## src/rtl/fifo_rd_packer_if.sv

```systemverilog
// Handshake bundle between a FWFT FIFO read port, the byte packer and its
// downstream word consumer.
interface fifo_rd_packer_if #(
    parameter int DSIZE = 8,
    parameter int LANES = 4,
    parameter int CSIZE = 3
);
    logic [DSIZE-1:0]       rdata;
    logic                   rempty;
    logic                   rinc;
    logic                   flush;
    logic [LANES*DSIZE-1:0] out_data;
    logic [CSIZE-1:0]       out_bytes;
    logic                   out_valid;
    logic                   out_ready;

    // The packer drives the pop strobe and the packed word.
    modport master (
        input  rdata, rempty, flush, out_ready,
        output rinc, out_data, out_bytes, out_valid
    );

    // The environment supplies FIFO data, flush and downstream ready.
    modport slave (
        output rdata, rempty, flush, out_ready,
        input  rinc, out_data, out_bytes, out_valid
    );
endinterface

```

## src/rtl/fifo_rd_packer.sv

```systemverilog
// Packs bytes from a first-word-fall-through FIFO into LANES-wide words,
// with flush of partial words and pop-during-handshake for full throughput.
module fifo_rd_packer #(
    parameter int DSIZE = 8,
    parameter int LANES = 4,
    parameter int CSIZE = 3
) (
    input  logic             rclk,
    input  logic             rrst_n,
    fifo_rd_packer_if.master bus
);

    typedef enum logic [0:0] {
        ST_FILL = 1'b0,
        ST_OUT  = 1'b1
    } state_e;

    typedef logic [LANES-1:0][DSIZE-1:0] word_t;

    state_e           state_q, state_d;
    logic [CSIZE-1:0] cnt_q, cnt_d;
    word_t            data_q, data_d;
    logic [CSIZE-1:0] bytes_q, bytes_d;
    logic             valid_q, valid_d;

    logic pop;
    logic last_lane;
    logic flush_take;

    assign last_lane  = (cnt_q == CSIZE'(LANES - 1));
    assign flush_take = (state_q == ST_FILL) && bus.flush && (cnt_q != '0);

    // ---------------------------------------------------------------------
    // State register
    // ---------------------------------------------------------------------
    always_ff @(posedge rclk) begin
        // NOTE: sequential state uses non-blocking assignments so every
        // register samples pre-edge values regardless of statement order.
        if (!rrst_n) begin
            state_q <= ST_FILL;
        end else begin
            state_q <= state_d;
        end
    end

    // ---------------------------------------------------------------------
    // Next-state logic
    // ---------------------------------------------------------------------
    always_comb begin
        // NOTE: every combinational output gets a default first so no
        // path through the case leaves it unassigned (no latch).
        state_d = state_q;
        unique case (state_q)
            ST_FILL: begin
                if ((pop && last_lane) || flush_take) begin
                    state_d = ST_OUT;
                end
            end
            ST_OUT: begin
                if (bus.out_ready) begin
                    state_d = ST_FILL;
                end
            end
            default: state_d = ST_FILL;
        endcase
    end

    // ---------------------------------------------------------------------
    // Output logic: the pop strobe is the only combinational output
    // ---------------------------------------------------------------------
    always_comb begin
        pop = 1'b0;
        if (rrst_n && !bus.rempty) begin
            unique case (state_q)
                ST_FILL: pop = !flush_take;
                ST_OUT:  pop = bus.out_ready;
                default: pop = 1'b0;
            endcase
        end
    end

    assign bus.rinc = pop;

    // ---------------------------------------------------------------------
    // Datapath next-state: lane writes, lane counter, presented word info
    // ---------------------------------------------------------------------
    always_comb begin
        cnt_d   = cnt_q;
        data_d  = data_q;
        bytes_d = bytes_q;
        valid_d = valid_q;

        // cnt_q is 0 throughout OUT, so a handshake pop lands in lane 0 and
        // wipes the previous word's upper lanes in the same edge.
        if (pop) begin
            for (int i = 0; i < LANES; i++) begin
                if (cnt_q == CSIZE'(i)) begin
                    data_d[i] = bus.rdata;
                end else if (cnt_q == '0) begin
                    data_d[i] = '0;
                end
            end
        end

        unique case (state_q)
            ST_FILL: begin
                if (pop) begin
                    if (last_lane) begin
                        cnt_d   = '0;
                        bytes_d = CSIZE'(LANES);
                        valid_d = 1'b1;
                    end else begin
                        cnt_d = cnt_q + CSIZE'(1);
                    end
                end else if (flush_take) begin
                    cnt_d   = '0;
                    bytes_d = cnt_q;
                    valid_d = 1'b1;
                end
            end
            ST_OUT: begin
                if (bus.out_ready) begin
                    valid_d = 1'b0;
                    cnt_d   = pop ? CSIZE'(1) : '0;
                end
            end
            default: begin
                cnt_d   = '0;
                valid_d = 1'b0;
            end
        endcase
    end

    always_ff @(posedge rclk) begin
        // NOTE: the lane storage is reset too, because a freshly reset block
        // must present an all-zero word rather than stale bytes.
        if (!rrst_n) begin
            cnt_q   <= '0;
            data_q  <= '0;
            bytes_q <= '0;
            valid_q <= 1'b0;
        end else begin
            cnt_q   <= cnt_d;
            data_q  <= data_d;
            bytes_q <= bytes_d;
            valid_q <= valid_d;
        end
    end

    assign bus.out_data  = data_q;
    assign bus.out_bytes = bytes_q;
    assign bus.out_valid = valid_q;

endmodule

```

## src/flat_wrapper.sv

```systemverilog
// flat-port wrapper written by rule: the top's interface ports become plain ports
module fifo_rd_packer_flat 
#(
    parameter int DSIZE = 8,
    parameter int LANES = 4,
    parameter int CSIZE = 3
)
  (rclk, rrst_n, bus_rdata, bus_rempty, bus_flush, bus_out_ready, bus_rinc, bus_out_data, bus_out_bytes, bus_out_valid);
  fifo_rd_packer_if #(.DSIZE(DSIZE), .LANES(LANES), .CSIZE(CSIZE)) bus_i ();
  input  logic rclk;
  input  logic rrst_n;
  input wire logic [$bits(bus_i.rdata)-1:0] bus_rdata;
  input wire logic [$bits(bus_i.rempty)-1:0] bus_rempty;
  input wire logic [$bits(bus_i.flush)-1:0] bus_flush;
  input wire logic [$bits(bus_i.out_ready)-1:0] bus_out_ready;
  output wire logic [$bits(bus_i.rinc)-1:0] bus_rinc;
  output wire logic [$bits(bus_i.out_data)-1:0] bus_out_data;
  output wire logic [$bits(bus_i.out_bytes)-1:0] bus_out_bytes;
  output wire logic [$bits(bus_i.out_valid)-1:0] bus_out_valid;
  assign bus_i.rdata = bus_rdata;
  assign bus_i.rempty = bus_rempty;
  assign bus_i.flush = bus_flush;
  assign bus_i.out_ready = bus_out_ready;
  assign bus_rinc = bus_i.rinc;
  assign bus_out_data = bus_i.out_data;
  assign bus_out_bytes = bus_i.out_bytes;
  assign bus_out_valid = bus_i.out_valid;
  fifo_rd_packer #(.DSIZE(DSIZE), .LANES(LANES), .CSIZE(CSIZE)) u_core (.rclk(rclk), .rrst_n(rrst_n), .bus(bus_i));
endmodule
```

## config.mk

```make
export PLATFORM = sky130hd
export DESIGN_NAME = fifo_rd_packer_flat
export DESIGN_NICKNAME = d
export VERILOG_FILES = /design/src/rtl/fifo_rd_packer_if.sv /design/src/rtl/fifo_rd_packer.sv /design/src/flat_wrapper.sv
export SDC_FILE = /design/constraint.sdc
export NUM_CORES = 1
export LEC_CHECK = 0
export CORE_MARGIN = 10
export CORE_UTILIZATION = 44
export CTS_BUF_LIST = sky130_fd_sc_hd__clkbuf_16
export DETAILED_ROUTE_END_ITERATION = 10
export MAX_ROUTING_LAYER = met4
export PLACE_DENSITY = 0.79
export SYNTH_ARGS = -nofsm -noshare
export SYNTH_HDL_FRONTEND = slang
export SYNTH_SLANG_ARGS = --single-unit
```

## constraint.sdc

```tcl
create_clock -name rclk -period 2 [get_ports rclk]
set_input_delay 0.5 -clock rclk [delete_from_list [all_inputs] [get_ports rclk]]
set_output_delay 0.5 -clock rclk [all_outputs]
set_load 0.02 [all_outputs]
```

==> flow_metrics.py <==
metrics = {
    "layout": {
        "drive_gt1_share_pct": 14.8,
        "post-route-util_pct": 70.0,
        "final_common_cell": "nand2_1",
        "layout_common_cells": "nand2_1, clkdlybuf4s50_1, dfxtp_1, buf_4, nand3_1",
        "final_nets": 288,
        "diodes": 0,
        "instances_no_fill": 319,
        "area.growth.synth_to_final_pct": 51.7,
    },
    "synthesis": {
        "synth_warnings": 0,
        "synth_ff_type": "dfxtp_1",
        "synthDistinctLibCells": 33,
        "yosysSeqAreaShare_pct": 46.7,
        "synthArstFlopShare_pct": 0,
        "synthesis.nets": 219,
        "avgSynthCellArea_um2": 8.49,
        "synth_edf_count": 0,
        "synth_area_mm2": 0.00171,
        "synth_seq_cells": 40,
        "synth_cells": 202,
    },
    "pwr": {
        "powerDensity_mw_per_mm2": 826,
        "clock_power_share_pct": 46.7,
        "ir_drop_mv": 0.384,
        "total_power_mw": 2.15,
        "power.share.combinational_pct": 14.5,
        "leakage_nw": 0.957,
        "power_frac_seq_pct": 38.9,
        "p_sw_share_pct": 22.0,
        "internal_power_mw": 1.68,
        "power_switching_mw": 0.473,
    },
    "grt": {
        "grt_pass1_wl_mm": 7.62,
        "grt_overflow": 0,
        "grt_max_degree": 45,
        "antenna_found_initial": 0,
        "grt_pass1_vias": 1563,
        "grt_use_total_pct": 14.8,
    },
    "timing": {
        "max-slew-margin-rel_pct": 79.9,
        "tns_ns": 0,
        "hold_violations": 0,
        "min_period_ns": 1.94,
        "fin_ws_ns": 0.0641,
        "worstMarginPinSlew_ns": 0.301,
        "final-setup-viol-count": 0,
        "post-route-period-util_pct": 96.8,
        "grt_setup_unrepaired": "yes",
        "max_freq_ghz": 0.517,
        "maxSlewViolCount": 0,
        "finalClockSkew_ns": 0.00535,
    },
    "cts": {
        "cts_buffer_depth": 2,
        "cts_buffers": 5,
        "cts_setup_buffers": 0,
        "clk_pin_slew_ns": 0.06,
        "cts-root-buf": "clkbuf_16",
        "cts_tree": "done",
        "hold_buffers": 0,
        "htreeDepth": 2,
        "cts.sinks": 40,
        "insertion_delay_ns": 0.28,
    },
    "status": {
        "outcome": "completed",
    },
    "worst_setup_path": {
        "worstRegToRegCells": 8,
        "path_delay_family": "simple AND/OR/NAND/NOR gates",
        "crit_cells": 6,
        "critPathBufInv": 2,
        "cpPeakStageDelay_ns": 0.34,
        "crit_chain": "inv_1, ha_1, and2b_2, nor2_4, nor3_2, buf_4",
        "crit_arrival_ns": 1.44,
        "path_class": "flip-flop to output pin",
        "required_ns": 1.50,
        "crit_slowest_cell": "dfxtp_1",
        "critPathCaptureType": "output pin",
        "startpoint": "u_core.cnt_q[1]",
        "start_kind": "flip-flop",
        "r2r_start": "u_core.cnt_q[1]",
        "cp_max_fo": 2,
    },
    "floorplanning": {
        "coreArea_mm2": 0.00372,
        "die_area_mm2": 0.00679,
        "start_util_pct": 46.1,
        "ios": 50,
        "die_height_um": 82.4,
        "row_count": 22,
        "dieWidth_um": 82.4,
    },
    "route": {
        "drt_first_iter_violations": 109,
        "first_pass_iters": 4,
        "wirelength_mm": 4.59,
        "drcViolationCount": 0,
        "avgViaCountPerCell": 5.15,
        "wl_per_cell_um": 14.4,
        "vias": 1643,
        "ant_nets": 0,
    },
    "min_path": {
        "hp-class": "flip-flop to flip-flop",
        "hold_start": "u_core.bus.out_data[14]",
        "hold_depth": 2,
    },
    "place": {
        "dp_slack_ns": -0.433,
        "place_inst": 312,
        "port_buffers": 49,
        "post-dp-hpwl_mm": 3.31,
        "gp_congestion": 0.864,
    },
    "run": {
        "maxCapViolCount": 0,
    },
}
==> final timing paths <==
path | to | slack, ns
setup reg to reg | u_core.bus.out_data[31] | 0.33
setup / recovery | bus_rinc | 0.06
hold / removal | u_core.bus.out_data[14] | 0.45
hold reg to reg | u_core.bus.out_data[14] | 0.45
==> final cells by class <==
type	instances	area (um^2)
flip-flops and latches	40	801
clock inverters	2	60.1
clock buffers	5	125
repair buffers	74	679
multi-input cells	147	863
well taps	48	60.1
inverters	3	11.3
fillers	308	1120
==> flip-flops by register name, indices dropped and copies added (netlist names) <==
register and flops:
u_core.cnt_q 3, u_core.bus.out_bytes 3, u_core.bus.out_data 32, u_core.state_q 1, u_core.bus.out_valid 1
==> worst register-to-register path, delay by kind of cell (launching register included) <==
family / cells / cell delay, ns
buffers and inverters: 3 / 0.47
flip-flops: 1 / 0.32
AND/OR/NAND/NOR: 2 / 0.25
multiplexers: 1 / 0.21
adder cells (fa/ha/maj): 1 / 0.18
AO/OA/AOI/OAI: 1 / 0.18
==> synth_stat cells, types with 2 or more instances <==
master,instances,area [um^2]
o21ai_0,6,30.0
nand2b_1,5,31.3
or3_1,2,12.5
nor3_1,2,10.0
clkbuf_1,3,11.3
buf_2,5,25.0
ha_1,4,50.1
nand4_1,2,12.5
inv_1,3,11.3
nor2b_1,3,18.8
o21ai_1,14,70.1
a21boi_1,10,75.1
a21oi_1,2,10.0
nand3_1,21,105
mux2i_1,8,80.1
nand2_1,53,199
a31oi_1,2,12.5
dfxtp_1,40,801
buf_1,3,11.3
==> cells by family after synthesis <==
group	count (synthesis)	share of synthesized area, %
AOI/OAI and AO/OA	41	16.5
adders and majority gates	4	2.92
buffers and inverters	15	3.87
DFF	40	46.7
muxes	8	4.67
and+or+nand+nor	94	25.3
==> layer usage <==
layer	GRT usage [%]	part of all wire, %
met1	19.0	46
met2	22.2	45
met3	2.70	7.2
met4	6.63	1.7
met5	-	0
==> stage by stage <==
step | hold slack [ns] | area (um^2)
after floorplan | 0.486 | 1710
after global placement | 0.441 | 2400
after detailed placement | 0.445 | 2400
after CTS | 0.455 | 2580
after global routing | 0.474 | 2600
final | 0.453 | 2600
==> power by group through the flow <==
| stage | combinational (mW) | clock, mW | sequential [mW] |
|---|---|---|---|
| 2_1_floorplan | 0.131 | 0 | 0.877 |
| 3_3_place_gp | 0.299 | 0 | 0.851 |
| 3_5_place_dp | 0.302 | 0 | 0.852 |
| 4_1_cts | 0.303 | 1.02 | 0.835 |
| 5_1_grt | 0.339 | 1.05 | 0.837 |
| 6_report | 0.311 | 1.00 | 0.835 |
==> repair_timing <==
action / 4_1_cts / 5_1_grt
pin swaps: 0 / 1
endpoints found under the setup margin: 1 / 4
resized for setup: 5 / 6
(Power assumes the default switching activity.)
